--- src/rtl/nlc_pkg.sv ---
// nlc_pkg: shared float-to-fixed constants and SMC float field layout.
package nlc_pkg;
  localparam int FP_BIAS = 127;
  localparam int EXP_W = 8;
  localparam int MAN_W = 23;
  localparam int NUM_CH = 16;
  localparam int OUT_W = 21;
  typedef struct packed {
    logic             sign;
    logic [EXP_W-1:0] exp;
    logic [MAN_W-1:0] man;
  } smc_float_t;
endpackage

--- src/rtl/smc2fp_core.sv ---
// smc2fp_core: 2-stage SMC float to signed fixed-point conversion (rounds when SMC2FP_ROUND_EN is defined).
module smc2fp_core #(
  parameter int OW = 21
) (
  input  logic          clk,
  input  logic          reset,
  input  logic          i_valid,
  input  logic [3:0]    i_ch,
  input  logic [31:0]   i_float,
  output logic          o_valid,
  output logic [3:0]    o_ch,
  output logic [OW-1:0] o_val,
  output logic          o_sat
);
  import nlc_pkg::*;
`ifdef SMC2FP_ROUND_EN
  localparam logic RND = 1'b1;
`else
  localparam logic RND = 1'b0;
`endif
  localparam logic [EXP_W-1:0] EXP_LO = EXP_W'(FP_BIAS - 1);
  localparam logic [EXP_W-1:0] EXP_HI = EXP_W'(FP_BIAS + OW);
  localparam logic [EXP_W-1:0] SH_BASE = EXP_W'(FP_BIAS + MAN_W);
  localparam logic [MAN_W+1:0] LIM = (MAN_W+2)'(1) << (OW - 1);
  localparam logic [MAN_W+1:0] LIM_M1 = LIM - 1'b1;
  localparam logic [OW-1:0] MAX_V = {1'b0, {(OW-1){1'b1}}};
  localparam logic [OW-1:0] MIN_V = {1'b1, {(OW-1){1'b0}}};
  smc_float_t w_f;
  logic r_v1, r_sign1, r_zero1, r_big1;
  logic [4:0] r_sh1;
  logic [MAN_W:0] r_man1;
  logic [3:0] r_ch1;
  logic [MAN_W+1:0] w_t, w_mag;
  logic w_sat;
  logic [OW-1:0] w_val;
  assign w_f = i_float;
  always_ff @(posedge clk) begin
    r_v1 <= reset ? 1'b0 : i_valid;
    r_sign1 <= w_f.sign;
    r_zero1 <= w_f.exp < EXP_LO;
    r_big1 <= w_f.exp >= EXP_HI;
    r_sh1 <= 5'(SH_BASE - w_f.exp);
    r_man1 <= {1'b1, w_f.man};
    r_ch1 <= i_ch;
  end
  // w_t[0] is the first bit shifted out, i.e. the half-LSB used for rounding
  assign w_t = {r_man1, 1'b0} >> r_sh1;
  assign w_mag = {1'b0, w_t[MAN_W+1:1]} + {{(MAN_W+1){1'b0}}, w_t[0] & RND};
  assign w_sat = !r_zero1 & (r_big1 | (w_mag > (r_sign1 ? LIM : LIM_M1)));
  assign w_val = w_sat ? (r_sign1 ? MIN_V : MAX_V) :
                 r_zero1 ? '0 :
                 r_sign1 ? -w_mag[OW-1:0] : w_mag[OW-1:0];
  always_ff @(posedge clk) begin
    o_valid <= reset ? 1'b0 : r_v1;
    o_ch <= r_ch1;
    o_val <= w_val;
    o_sat <= w_sat;
  end
endmodule

--- src/rtl/smc_float_to_fp_collect.sv ---
// smc_float_to_fp_collect: converts SMC floats per channel and collects them into frames.
// Rounding mode is selected by SMC2FP_ROUND_EN (defined: nearest/ties away, undefined: truncate).
module smc_float_to_fp_collect #(
  parameter int NUM_CH = nlc_pkg::NUM_CH,
  parameter int OUT_W = nlc_pkg::OUT_W
) (
  input  logic                    clk,
  input  logic                    reset,
  input  logic                    srdyi,
  input  logic [3:0]              ch_idx,
  input  logic [31:0]             float_i,
  output logic [NUM_CH*OUT_W-1:0] x_lin_flat,
  output logic                    srdyo,
  output logic                    frame_sat,
  output logic                    dup_err
);
  logic w_v, w_sat, w_dup, w_done;
  logic [3:0] w_ch;
  logic [OUT_W-1:0] w_val;
  logic [NUM_CH-1:0] r_mask, w_bit, w_mask;
  logic r_sat;
  smc2fp_core #(.OW(OUT_W)) u_core (
    .clk(clk), .reset(reset), .i_valid(srdyi), .i_ch(ch_idx), .i_float(float_i),
    .o_valid(w_v), .o_ch(w_ch), .o_val(w_val), .o_sat(w_sat)
  );
  assign w_bit = NUM_CH'(1) << w_ch;
  assign w_mask = r_mask | w_bit;
  assign w_dup = |(r_mask & w_bit);
  assign w_done = &w_mask;
  always_ff @(posedge clk) begin
    if (reset) begin
      x_lin_flat <= '0;
      srdyo <= 1'b0;
      frame_sat <= 1'b0;
      dup_err <= 1'b0;
      r_mask <= '0;
      r_sat <= 1'b0;
    end else begin
      srdyo <= w_v & w_done;
      frame_sat <= w_v & w_done & (r_sat | w_sat);
      dup_err <= w_v & w_dup;
      if (w_v) begin
        x_lin_flat[OUT_W*w_ch +: OUT_W] <= w_val;
        r_mask <= w_done ? '0 : w_mask;
        r_sat <= !w_done & (r_sat | w_sat);
      end
    end
  end
endmodule

--- config.mk ---
export PLATFORM = sky130hd
export DESIGN_NAME = smc_float_to_fp_collect
export DESIGN_NICKNAME = d
export VERILOG_FILES = /design/src/rtl/nlc_pkg.sv /design/src/rtl/smc2fp_core.sv /design/src/rtl/smc_float_to_fp_collect.sv
export SDC_FILE = /design/constraint.sdc
export NUM_CORES = 1
export LEC_CHECK = 0
export ABC_AREA = 1
export CORE_MARGIN = 4
export CORE_UTILIZATION = 47
export CTS_CLUSTER_SIZE = 28
export DETAILED_ROUTE_END_ITERATION = 12
export PLACE_DENSITY_LB_ADDON = 0.3
export RECOVER_POWER = 50
export SLEW_MARGIN = 40
export SYNTH_ARGS = -nofsm -noshare
export SYNTH_HDL_FRONTEND = slang
export SYNTH_SLANG_ARGS = --single-unit
--- constraint.sdc ---
create_clock -name clk -period 4 [get_ports clk]
set_input_delay 0.6 -clock clk [delete_from_list [all_inputs] [get_ports clk]]
set_output_delay 0.6 -clock clk [all_outputs]
set_load 0.05 [all_outputs]
# Word-level counts from Yosys, hierarchy flattened
# Index checks and enable logic that the tools add are counted.
[word_totals]
reg_bits = 419
in_bits = 39
output_inout_bits = 339
elab_cells = 48
[classes]
n_addsub = 3
multipliers = 1
magnitude_cmp = 3
n_shift = 4
mux = 7
bitwise_logic = 9
n_reduce_logical = 4
[op_table]
columns = ["cell", "count"]
rows = [
  ["$bwmux 336", 1],
  ["$shift 21x34->336 const A", 1],
  ["$shiftx 21x34->336", 1],
  ["$mux 21", 5],
  ["$neg 9->34", 1],
  ["$gt 24x25->1", 1],
  ["$shr 25x5->25", 1],
  ["$neg 21->21", 1],
  ["$and 16x16->16", 1],
  ["$mux 16", 1],
  ["$or 16x16->16", 1],
  ["$reduce_and 16->1", 1],
  ["$reduce_or 16->1", 1],
  ["$shl 1x4->16 const A", 1],
  ["$mul 5x4->9 const A", 1],
  ["$ge 8x8->1 const B", 1],
  ["$lt 8x7->1 const B", 1],
  ["$and 1x1->1", 5],
  ["$sub 5x5->5 const A", 1],
  ["$logic_not 1->1", 2],
  ["$or 1x1->1", 2],
]

# Depth between registers and ports, before layout
[logic_depth]
ltp_word = 5
mapped_depth = 27
depth_no_buf = 24

# Cells and area by module
# From an unflattened synthesis, not the netlist that was laid out.
[hier_totals]
cells_unflattened = 2888
hier_area_um2 = 19239.7
[modules_own_cells]
columns = ["mod", "n_inst", "cells_per_inst", "area_each_um2", "seq_area_each_um2"]
rows = [
  ["smc_float_to_fp_collect", 1, 2320, 15363.5, 7126.8],
  ["smc2fp_core", 1, 568, 3876.2, 1261.2],
]

# Least setup slack after synthesis
# No wires, ideal clock.
[synth_timing]
kind = "flip-flop to flip-flop"
start = "reg u_core.r_sh1[0]"
end = "reg u_core.o_val[16]"
setup_time_ns = 0.133
arrival_ns = 2.644
required_time_ns = 3.867
path_slack_ns = 1.223
stages_incl_launch_ff = 24
path_buffers = 2
period_less_slack_ns = 2.777
cell_sequence = "dfxtp_1 -> buf_6 -> o21ai_0 -> or2_1 -> or2_2 -> nand2_1 -> nand2_1 -> inv_1 -> ha_1 -> a21oi_1 -> o21ai_0 -> a21oi_1 -> o21ai_0 -> nand2_1 -> nand2_1 -> nand2_1 -> nand2_1 -> nand2_1 -> nand2_1 -> nand2_1 -> inv_2 -> nand2_1 -> clkbuf_1 -> o21ai_1"
[synth_via]
elab_chain_len = 5
elab_cells_between_ends = 8
cone_classes = "add/sub: 1; order compare: 1; shift: 1; mux: 3; bitwise: 2"
[synth_rtl]
columns = ["element", "line", "rtl"]
rows = [
  ["from (decl)", "smc2fp_core.sv:30", "logic [4:0] r_sh1;"],
  ["from (signal assigned)", "smc2fp_core.sv:42", "r_sh1 <= 5'(SH_BASE - w_f.exp);"],
  ["$shr 25x5->25", "smc2fp_core.sv:47", "assign w_t = {r_man1, 1'b0} >> r_sh1;"],
  ["$gt 24x25->1", "smc2fp_core.sv:49", "assign w_sat = !r_zero1 & (r_big1 | (w_mag > (r_sign1 ? LIM : LIM_M1)));"],
  ["$or 1x1->1", "smc2fp_core.sv:49", ""],
  ["$and 1x1->1", "smc2fp_core.sv:49", ""],
  ["via u_core.w_sat", "smc2fp_core.sv:34", "logic w_sat;"],
  ["$mux 21", "smc2fp_core.sv:50", "assign w_val = w_sat ? (r_sign1 ? MIN_V : MAX_V) :"],
  ["via u_core.w_val[16]", "smc2fp_core.sv:35", "logic [OW-1:0] w_val;"],
  ["to (signal assigned)", "smc2fp_core.sv:56", "o_val <= w_val;"],
  ["to (decl)", "smc2fp_core.sv:12", "output logic [OW-1:0] o_val,"],
]
# The timed path passes the listed nets, and every way through them passes these cells.
# A chain may end at the register's enable or synchronous reset.

# Final worst setup path
[layout_timing]
start = "reg u_core.r_sh1[1]"
end = "reg u_core.o_val[14]"
# Same word-level chain as after synthesis.

==> summary.md <==
| Metric | Value |
|---|---|
| Power Density | `431 mW/mm^2` |
| Compound-gate portion of the synthesized area | `0.194` |
| WL final | `around 57000 um` |
| Die area | `~0.038 mm^2` |
| Final #Nets | `2513` |
| Die height | `195 um` |
| Post-route ant nets | `0` |
| Simple-gate area share of the yosys netlist | `0.201` |
| Largest net degree at the start of global routing | `115` |
| Total grt overflow | `0` |
| Top Metal Used | `met4` |
| CTS Root Cell | `clkbuf_16` |
| CTS tree | `yes` |
| Synth unique cells | `46` |
| CTS Buf Count | `43` |
| Prevailing post-synth register cell | `dfxtp_1` |
| Number of port buffers | `377` |
| Leakage | `around 10 nW` |
| DRT iter0 DRCs | `~1400` |
| Net Sw Frac | `0.275` |
| Sequential share of power | `0.455` |
| Hold crit path type | `reg2reg` |
| Finished Layout Cells | `2931` |
| Fillers | `roughly 3000` |
| Final RePlAce weighted congestion | `0.925` |
| Startpoint types | `flip-flop` |
| EDFF count, synth | `0` |
| Clk sinks | `between 400 and 500` |
| Comb power frac | `0.126` |
| Post-synthesis sequential area ratio | `0.509` |
| YS warnings | `0` |
| Syn Nets | `2198` |
| HPWL after DPL | `40100 um` |
| Final setup viols | `0` |
| Fmax | `293 MHz` |
| Placed cell areas | `around 0.02 mm^2` |
| RSZ-0062 raised after global routing | `no` |
| Clk buf depth | `3` |
| WL met1 | `roughly 23000 um` |
| Vias | `16200` |
| Final hold violations | `0` |
| Violated checks | `capacitance limit, slew limit` |
| Final instance area | `0.0220 mm^2` |
| Internal power | `roughly 6.9 mW` |
| H-tree levels | `2` |
| Tcrit/Tclk final | `0.852` |
| Pre-Repair DR Iteration Count | `7` |
| Peak supply drop | `around 0.32 mV` |
| Sw Pwr | `2.60 mW` |
| Setup CP Type | `reg2reg` |
| # diodes | `0` |
| Clk Latency, worst-skew pair | `550 ps` |
| Async SR Flop Fraction | `0` |
| Site Rows | `68` |
| Setup TNS | `0 ps` |
| Crit path DAT | `about 3800 ps` |
| Worst-path clk slew | `60 ps` |
| Area Overhead vs Synth | `33.1%` |
| Worst slew margin | `-0.407` |
| Placed cells | `2853` |
| Number of global-route vias before repair | `15600` |
| Post-synthesis cell area | `0.0165 mm^2` |
| Crit Path Max Fanout | `23` |
| Crit path capture type | `flip-flop` |
| Mean Syn Cell Area | `7.75 um^2` |
| Total GRT Usage | `0.286` |
| Multiplexer share of the synthesized area | `0` |
| Post-CTS Setup Bufs | `0` |
| Post-synthesis adder-cell area fraction | `0.0228` |
| Tmin final | `around 3400 ps` |
| Post-CTS sizing | `0` |
| Die Width | `195 um` |
| First-pass GRT wire length | `88400 um` |
| Met3 WL | `4830 um` |
| DRC errors left | `0` |
| Starting Density | `0.477` |
| XOR/XNOR Fraction of Synth Area | `0.00584` |
| DR vias/cell | `5.54` |
| Cells after Synth | `roughly 2100` |
| Worst-Margin Slew | `2110 ps` |
| Clock skew | `16.7 ps` |
| Outcome | `finished with violations` |
| Clock share of power | `0.419` |
| Max Slew Vio Count | `38` |
| Total core area | `around 0.035 mm^2` |
| Max Cap Viol | `1` |
| Share of layout cells above drive strength 1 | `0.0586` |
| Worst Path Required | `4420 ps` |
| Hold-fix buffers at CTS | `0` |
| Met2 WL post-DR | `between 20000 and 30000 um` |
| I/O pin cnt | `about 380` |
| Synthesis-stage register bit count | `419` |
| Drt wl/cell | `just under 20 um` |
| Initial antenna violation count | `0` |
| Main combinational cell family by area after synthesis | `simple AND/OR/NAND/NOR gates` |
registers in the layout, indices dropped and copies added, names as in the netlist:
name,count
dup_err,1
frame_sat,1
u_core.o_sat,1
srdyo,1
u_core.o_valid,1
x_lin_flat,336
u_core.r_man1,23
u_core.r_zero1,1
r_sat,1
u_core.r_sign1,1
u_core.r_v1,1
r_mask,16
u_core.r_ch1,4
u_core.o_val,21
u_core.o_ch,4
u_core.r_big1,1
u_core.r_sh1,5
cells in the final DEF, fill, tap and decap left out, types with 5 or more instances in the layout:
cell and n:
clkinv_2 9, or2_2 6, nand2_2 11, dfxtp_1 419, xor2_1 10, nand2_1 252
nand4_1 13, o21ai_1 5, inv_2 8, clkdlybuf4s50_1 7, ha_1 30, inv_1 133
clkbuf_16 45, dlygate4sd3_1 369, nand3_1 147, o21ai_0 328, clkbuf_8 9, nor2_1 257
clkbuf_1 9, a21oi_1 257, nor3_1 53, buf_4 29, o211ai_1 14
stage by stage:
step | setup WS [ps] | power (mW) | util | hold slack [ps]
after floorplan | 1220 | 5.14 | - | 310
after global placement | 721 | 5.57 | 0.594 | 313
after detailed placement | 661 | 5.59 | 0.594 | 314
after CTS | 637 | 9.52 | 0.635 | 331
after global routing | 125 | 9.81 | 0.636 | 336
final | 591 | 9.46 | 0.636 | 328
synthesized netlist by cell type, types with 11 or more instances:
master / number / area (um^2)
a21oi_1: 257 / 1290
nand2_1: 252 / 946
dfxtp_1: 419 / 8390
o21ai_0: 328 / 1640
o211ai_1: 14 / 105
clkbuf_1: 104 / 390
nor2_1: 260 / 976
nand3_1: 147 / 736
nand2_2: 11 / 68.8
buf_2: 22 / 110
nand4_1: 13 / 81.3
nor3_1: 56 / 280
inv_1: 137 / 514
ha_1: 30 / 375
power groups by stage:
stage / Combinational [mW] / Sequential, mW / Clock, mW
3_3_place_gp: 1.17 / 4.40 / 0
2_1_floorplan: 0.668 / 4.48 / 0
3_5_place_dp: 1.19 / 4.40 / 0
6_report: 1.19 / 4.31 / 3.97
4_1_cts: 1.19 / 4.31 / 4.03
5_1_grt: 1.29 / 4.31 / 4.20
critical path, cell delays in order, from the launching register on:
cell	delay, ps
dfxtp_1	320
inv_2	300
o21ai_0	230
or2_1	260
or2_2	290
nand2_1	60
nand2_1	80
inv_1	100
ha_1	250
a21oi_1	150
o21ai_0	90
a21oi_1	130
o21ai_0	100
nand2_1	60
nand2_1	50
nand2_1	50
nand2_1	40
nand2_1	80
nand2_1	50
nand2_1	100
inv_2	50
nand2_1	160
buf_4	210
o21ai_0	100
cell families (layout without fill, tap and decap cells):
group                      Yosys count  count (layout)
DFF                                419             419
and+or+nand+nor                    764             764
adders and majority gates           30              30
AOI/OAI and AO/OA                  621             621
xor gates and xnor gates            11              11
buffers and inverters              284             631
cell type report:
| cell class | count | area [um^2] | share of cell area |
|---|---|---|---|
| clock inverter | 16 | 138 | 0.00627 |
| timing repair buffer | 409 | 4020 | 0.183 |
| multi-input combinational | 1426 | 7010 | 0.319 |
| clock buffer | 61 | 1280 | 0.0581 |
| sequential | 419 | 8390 | 0.382 |
| inverter | 145 | 552 | 0.0251 |
| tap | 455 | 569 | 0.0259 |
metal layers:
metal	global-route usage	vias up
met1	0.374	7635
li1	-	7759
met2	0.473	702
met5	0	-
met4	0.107	0
met3	0.0533	131
worst paths after layout:
check / depth (start not counted) / slack (ps) / start / endpoint
min: 0 / 330 / u_core.r_ch1[3]$_DFF_P_ / u_core.o_ch[3]$_DFF_P_
min reg2reg: 0 / 330 / u_core.r_ch1[3]$_DFF_P_ / u_core.o_ch[3]$_DFF_P_
max reg2reg: 23 / 590 / u_core.r_sh1[1]$_DFF_P_ / u_core.o_val[14]$_DFF_P_
max: 23 / 590 / u_core.r_sh1[1]$_DFF_P_ / u_core.o_val[14]$_DFF_P_
Note: power is estimated with default switching activity, not from simulation.
